<file path="config.mk">
export PLATFORM = sky130hd
export DESIGN_NAME = sum_bcd_converter
export DESIGN_NICKNAME = d
export VERILOG_FILES = /design/src/rtl/sum_bcd_converter_pkg.sv /design/src/rtl/sum_bcd_converter_bcd_add3.sv /design/src/rtl/sum_bcd_converter.sv
export SDC_FILE = /design/constraint.sdc
export NUM_CORES = 1
export LEC_CHECK = 0
export CORE_ASPECT_RATIO = 1.4
export CORE_MARGIN = 2
export CORE_UTILIZATION = 45
export DETAILED_ROUTE_END_ITERATION = 10
export HOLD_SLACK_MARGIN = 0.05
export PLACE_DENSITY = 0.7
export SLEW_MARGIN = 30
export SYNTH_ARGS = -nofsm -noshare
export SYNTH_HDL_FRONTEND = slang
export SYNTH_SLANG_ARGS = --single-unit
</file>
<file path="constraint.sdc">
create_clock -name clk -period 1.78 [get_ports clk]
set_input_delay 0.356 -clock clk [delete_from_list [all_inputs] [get_ports clk]]
set_output_delay 0.356 -clock clk [all_outputs]
set_load 0.02 [all_outputs]
</file>
<file path="src/rtl/sum_bcd_converter_pkg.sv">
// Shared types and constants for the adder-sum to BCD converter.
package sum_bcd_converter_pkg;

    // Converter FSM states; encoding 2'd3 is unused and recovers to IDLE.
    typedef enum logic [1:0] {
        S_IDLE  = 2'd0,
        S_SHIFT = 2'd1,
        S_DONE  = 2'd2
    } state_e;

    // Double-dabble correction: digits of 5 or more get 3 added before the shift.
    localparam logic [3:0] BCD_CORR_THRESH = 4'd5;
    localparam logic [3:0] BCD_CORR_ADD    = 4'd3;

    // 10**e for the elaboration-time capacity check (shift/add only, no multiply by variable).
    function automatic longint unsigned pow10(input int unsigned e);
        longint unsigned r;
        r = 64'd1;
        for (int unsigned i = 0; i < e; i++) begin
            r = (r << 3) + (r << 1);
        end
        return r;
    endfunction

endpackage

</file>
<file path="src/rtl/sum_bcd_converter_bcd_add3.sv">
// Single BCD digit correction cell: adds 3 to a digit of 5 or more.
module bcd_add3
    import sum_bcd_converter_pkg::*;
(
    input  logic [3:0] din,
    output logic [3:0] dout_c
);

    // Digit is at most 9 here, so the 4-bit add never carries out.
    assign dout_c = (din >= BCD_CORR_THRESH) ? (din + BCD_CORR_ADD) : din;

endmodule

</file>
<file path="src/rtl/sum_bcd_converter.sv">
// Sequential double-dabble converter from the (N+1)-bit adder sum to packed BCD.
module sum_bcd_converter
    import sum_bcd_converter_pkg::*;
#(
    parameter int unsigned N      = 4,
    parameter int unsigned DIGITS = 2
) (
    input  logic                  clk,
    input  logic                  rst_n,
    input  logic                  start,
    input  logic [N:0]            sum,
    output logic                  busy,
    output logic                  done,
    output logic [4*DIGITS-1:0]   bcd
);

    localparam int unsigned SW = N + 1;
    localparam int unsigned BW = 4 * DIGITS;
    localparam int unsigned RW = BW + SW;
    localparam int unsigned CW = $clog2(N + 2);

    // Reject digit counts that cannot hold the largest possible sum.
    if (pow10(DIGITS) <= ((64'd1 << SW) - 64'd1)) begin : g_digits_too_small
        $error("sum_bcd_converter: DIGITS too small for an (N+1)-bit sum");
    end

    state_e          state_q, state_d;
    logic [CW-1:0]   cnt_q,   cnt_d;
    logic [RW-1:0]   shreg_q, shreg_d;
    logic [BW-1:0]   bcd_q,   bcd_d;
    logic            busy_q,  busy_d;
    logic            done_q,  done_d;

    logic [RW-1:0]   corr_c;
    logic [RW-1:0]   shifted_c;

    // Binary part passes through uncorrected.
    assign corr_c[SW-1:0] = shreg_q[SW-1:0];

    // One correction cell per BCD digit field of the shift register.
    for (genvar i = 0; i < int'(DIGITS); i++) begin : g_digit
        bcd_add3 u_add3 (
            .din    (shreg_q[SW + 4*i +: 4]),
            .dout_c (corr_c[SW + 4*i +: 4])
        );
    end

    // Corrected register shifted left by one bit position.
    assign shifted_c = corr_c << 1;

    // Next-state, counter, shift register and output register logic.
    always_comb begin
        state_d = state_q;
        cnt_d   = cnt_q;
        shreg_d = shreg_q;
        bcd_d   = bcd_q;

        case (state_q)
            S_IDLE: begin
                if (start) begin
                    shreg_d = {BW'(0), sum};
                    cnt_d   = CW'(SW);
                    state_d = S_SHIFT;
                end
            end
            S_SHIFT: begin
                shreg_d = shifted_c;
                cnt_d   = cnt_q - CW'(1);
                if (cnt_q == CW'(1)) begin
                    state_d = S_DONE;
                    bcd_d   = shifted_c[RW-1 -: BW];
                end
            end
            S_DONE: begin
                state_d = S_IDLE;
            end
            default: begin
                state_d = S_IDLE;
            end
        endcase

        busy_d = (state_d != S_IDLE);
        done_d = (state_d == S_DONE);
    end

    // State and datapath registers with asynchronous clear.
    always_ff @(posedge clk or negedge rst_n) begin
        if (!rst_n) begin
            state_q <= S_IDLE;
            cnt_q   <= '0;
            shreg_q <= '0;
            bcd_q   <= '0;
            busy_q  <= 1'b0;
            done_q  <= 1'b0;
        end else begin
            state_q <= state_d;
            cnt_q   <= cnt_d;
            shreg_q <= shreg_d;
            bcd_q   <= bcd_d;
            busy_q  <= busy_d;
            done_q  <= done_d;
        end
    end

    assign busy = busy_q;
    assign done = done_q;
    assign bcd  = bcd_q;

endmodule

</file>
==> flow_summary.json <==
{
  "run_status": "finished clean",
  "seq_area_sq_um": 701,
  "grt_setup_unrepaired": "no",
  "timing_worst_slew_pin_value_ns": 0.396,
  "detail-route-antenna-nets": 0,
  "cp_capture_type": "flip-flop",
  "max-slew-margin-rel_pct": 73.6,
  "max_cap_violations": 0,
  "worstSetupStartpoint": "shreg_q[5]",
  "cp_max_fo": 4,
  "via_count": 915,
  "fp.dieArea_sq_mm": 0.00332,
  "post-route-drc-count": 0,
  "muxShareOfSynthArea_pct": 3.29,
  "clk_pin_slew_ns": 0.09,
  "start_kind": "flip-flop",
  "finalCriticalPeriod_ns": 1.65,
  "initial_core_util_pct": 46.3,
  "area_share_of_xor_xnor_cells_in_the_synthesized_design_pct": 1.36,
  "routed_wirelength_microns": 2310,
  "clockRootBuffer": "sky130_fd_sc_hd__clkbuf_8",
  "report.final.slew_viol_count": 0,
  "setup_slack_ns": 0.133,
  "timing.critical_path.slowest_stage_cell": "sky130_fd_sc_hd__dfrtp_1",
  "grt_start_max_net_pins": 29,
  "global_route.overflow_total": 0,
  "cts_tree": "built",
  "design.final.nets": 161,
  "worst_r2r_endpoint": "shreg_q[7]",
  "io_buffer_count": 17,
  "num_antenna_cells": 0,
  "drt_iter0_markers": 18,
  "report.final.hold_viol_count": 0,
  "gate_count_post_synth": 126,
  "worst_skew_pair.late_latency_ns": 0.27,
  "overall_power_consumption_mw": 2.71,
  "synth_compound_area_share_pct": 15.7,
  "pre_cts_slack_ns": 0.0649,
  "timing.critical_path.cells": "inv_1 > ha_1 > nand2b_1 > a21oi_1 > mux2_2 > o21ai_0",
  "io_pins": 18,
  "finalSetupViolations": 0,
  "worst_ep_required_time_ns": 1.97,
  "multiInputGateArea_sq_um": 539,
  "synth_area_per_cell_sq_um": 10.3,
  "postCtsSetupRepairBufs": 0,
  "grt_antenna_before_repair": 0,
  "power_leakage_nw": 0.691,
  "main_combinational_cell_family_by_area_after_synthesis": "compound AO/OA/AOI/OAI gates",
  "seq_area_frac_synth_pct": 54.2,
  "netlist_area_sq_mm": 0.00129,
  "ys_seq_elements": 28,
  "worstSetupEndpoint": "shreg_q[7]",
  "post_route_cells_drive_above_1_share_pct": 10.3,
  "synth_warnings": 0,
  "p_per_area_mw_per_mm2": 1750,
  "place_hpwl_microns": 1750,
  "netlist-cell-type-count": 28,
  "finalCritPeriodShare_pct": 92.5,
  "die_h_microns": 67.4,
  "most-common-layout-cells": "sky130_fd_sc_hd__dfrtp_1, sky130_fd_sc_hd__nand2_1, sky130_fd_sc_hd__clkdlybuf4s50_1",
  "grt_first_pass_wirelength_microns": 3610,
  "layout.cells.most_common": "sky130_fd_sc_hd__dfrtp_1",
  "worst_setup_path_category": "flip-flop to flip-flop",
  "firstDrtPassIters": 4,
  "coreArea_sq_mm": 0.00279,
  "finalClockSkew_ns": 0.00117,
  "crit-reg2reg-launch": "shreg_q[5]",
  "post_synthesis_simple_gate_area_fraction_pct": 15.3,
  "placer_congestion": 0.756,
  "clock_path_buffers": 2,
  "min-delay-path-class": "primary input to async pin",
  "timing.setup.tns_ns": 0,
  "timing.fmax_ghz": 0.607,
  "post_synth_fa_ha_maj_area_fraction_pct": 5.81,
  "timing.reg2reg.setup_slack_ns": 0.13,
  "syn2layout_area_growth_pct": 19.7,
  "cts_htree_levels": 1,
  "first_global_vias": 813,
  "numPlacedInstances": 179,
  "timing.critical_path.arrival_ns": 1.84,
  "cts-buffers-inserted": 3,
  "grt_resource_usage_total_pct": 14.5,
  "fin_cells": 182,
  "path_depth_of_the_worst_reg2reg_path": 6,
  "number_of_nets_produced_by_synthesis": 140,
  "routedWlPerCell_microns": 12.7,
  "critPathMaxStageDelay_ns": 0.41,
  "die-width_microns": 49.3,
  "row_count": 23,
  "numClockSinks": 28,
  "final_util_pct": 55.4,
  "route.detailed.vias_per_inst": 5.03,
  "ir_worst_vdd_v": 0.000894,
  "filler_cell_count": 262
}
## synthesized netlist by cell type
cell	number	share of area, %
sky130_fd_sc_hd__o21ai_0	15	5.8
sky130_fd_sc_hd__mux2i_1	2	1.5
sky130_fd_sc_hd__o21ai_2	3	2.0
sky130_fd_sc_hd__dfrtp_1	28	54
sky130_fd_sc_hd__mux2_2	2	1.7
sky130_fd_sc_hd__buf_2	2	0.77
sky130_fd_sc_hd__nor3b_1	1	0.58
sky130_fd_sc_hd__nor2_1	5	1.5
sky130_fd_sc_hd__nor2b_1	4	1.9
sky130_fd_sc_hd__a2bb2oi_1	1	0.68
sky130_fd_sc_hd__nand3b_1	1	0.58
sky130_fd_sc_hd__nand2_1	18	5.2
sky130_fd_sc_hd__a22oi_1	2	1.2
sky130_fd_sc_hd__inv_1	8	2.3
sky130_fd_sc_hd__clkinv_2	1	0.39
sky130_fd_sc_hd__a31oi_1	2	0.97
sky130_fd_sc_hd__nand2b_1	3	1.5
sky130_fd_sc_hd__or3b_2	2	1.4
sky130_fd_sc_hd__and2b_1	1	0.58
sky130_fd_sc_hd__o22ai_1	4	1.9
sky130_fd_sc_hd__buf_6	1	0.87
sky130_fd_sc_hd__or2_1	1	0.48
sky130_fd_sc_hd__a21oi_1	6	2.3
sky130_fd_sc_hd__xnor2_1	2	1.4
sky130_fd_sc_hd__o21ai_1	2	0.77
sky130_fd_sc_hd__or3_4	1	0.87
sky130_fd_sc_hd__ha_1	6	5.8
sky130_fd_sc_hd__nor3_1	2	0.77
## worst max-delay path: cells and delay by family (launching register included)
family	cells	cell delay (ns)
multiplexers	1	0.38
buffers and inverters	1	0.11
AND/OR/NAND/NOR	1	0.09
AO/OA/AOI/OAI	2	0.37
adder cells (fa/ha/maj)	1	0.22
flip-flops	1	0.41
## stage by stage
step | hold WS, ns | instance area (sq um)
floorplan | 0.0604 | 1290
global placement | 0.461 | 1500
detailed placement | 0.472 | 1500
CTS | 0.469 | 1540
global route | 0.504 | 1550
finish | 0.459 | 1550
## flip-flops by register name (all words and copies together), names as in the netlist
| signal | count |
|---|---|
| shreg_q | 13 |
| bcd | 8 |
| cnt_q | 3 |
| state_q | 2 |
| busy | 1 |
| done | 1 |
## metal layers
layer / global-route usage [%] / share of wire (%) / up-vias
met2: 26.9 / 52 / 16
met5: 0 / 0 / -
met3: 1.33 / 2.5 / 5
met1: 15.9 / 43 / 429
li1: - / - / 465
met4: 9.64 / 2.5 / 0
## power by group
group	switching [mW]	internal, mW	total (mW)
clock	0.178	0.152	0.330
combinational	0.712	0.576	1.29
sequential	0.191	0.903	1.09
## worst min path at each step
stage                 endpoint    from  slack [ns]
global placement        bcd[4]  bcd[4]        0.46
floorplan               bcd[0]   rst_n        0.06
finish                  bcd[6]   rst_n        0.46
detailed placement      bcd[4]  bcd[4]        0.47
CTS                 shreg_q[6]   rst_n        0.47
global route            bcd[6]   rst_n        0.50
## timing repair
action / in CTS / in global routing
gates resized for setup: 0 / 1
endpoints found under the setup margin: 0 / 1
hold buffers: 0 / 0
## layout make-up
cell class	instances	area share [%]
sequential	28	45.3
multi-input combinational	86	34.8
timing repair buffer	19	12.0
tap	37	2.99
clock buffer	3	2.67
inverter	9	2.26
## cells by family (layout without fill, tap and decap cells)
group | after synthesis | in the layout
adders and majority gates | 6 | 6
muxes | 4 | 4
DFF | 28 | 28
and+or+nand+nor | 39 | 39
AOI/OAI and AO/OA | 35 | 35
buffers and inverters | 12 | 31
xor gates and xnor gates | 2 | 2
(Power assumes the default switching activity.)
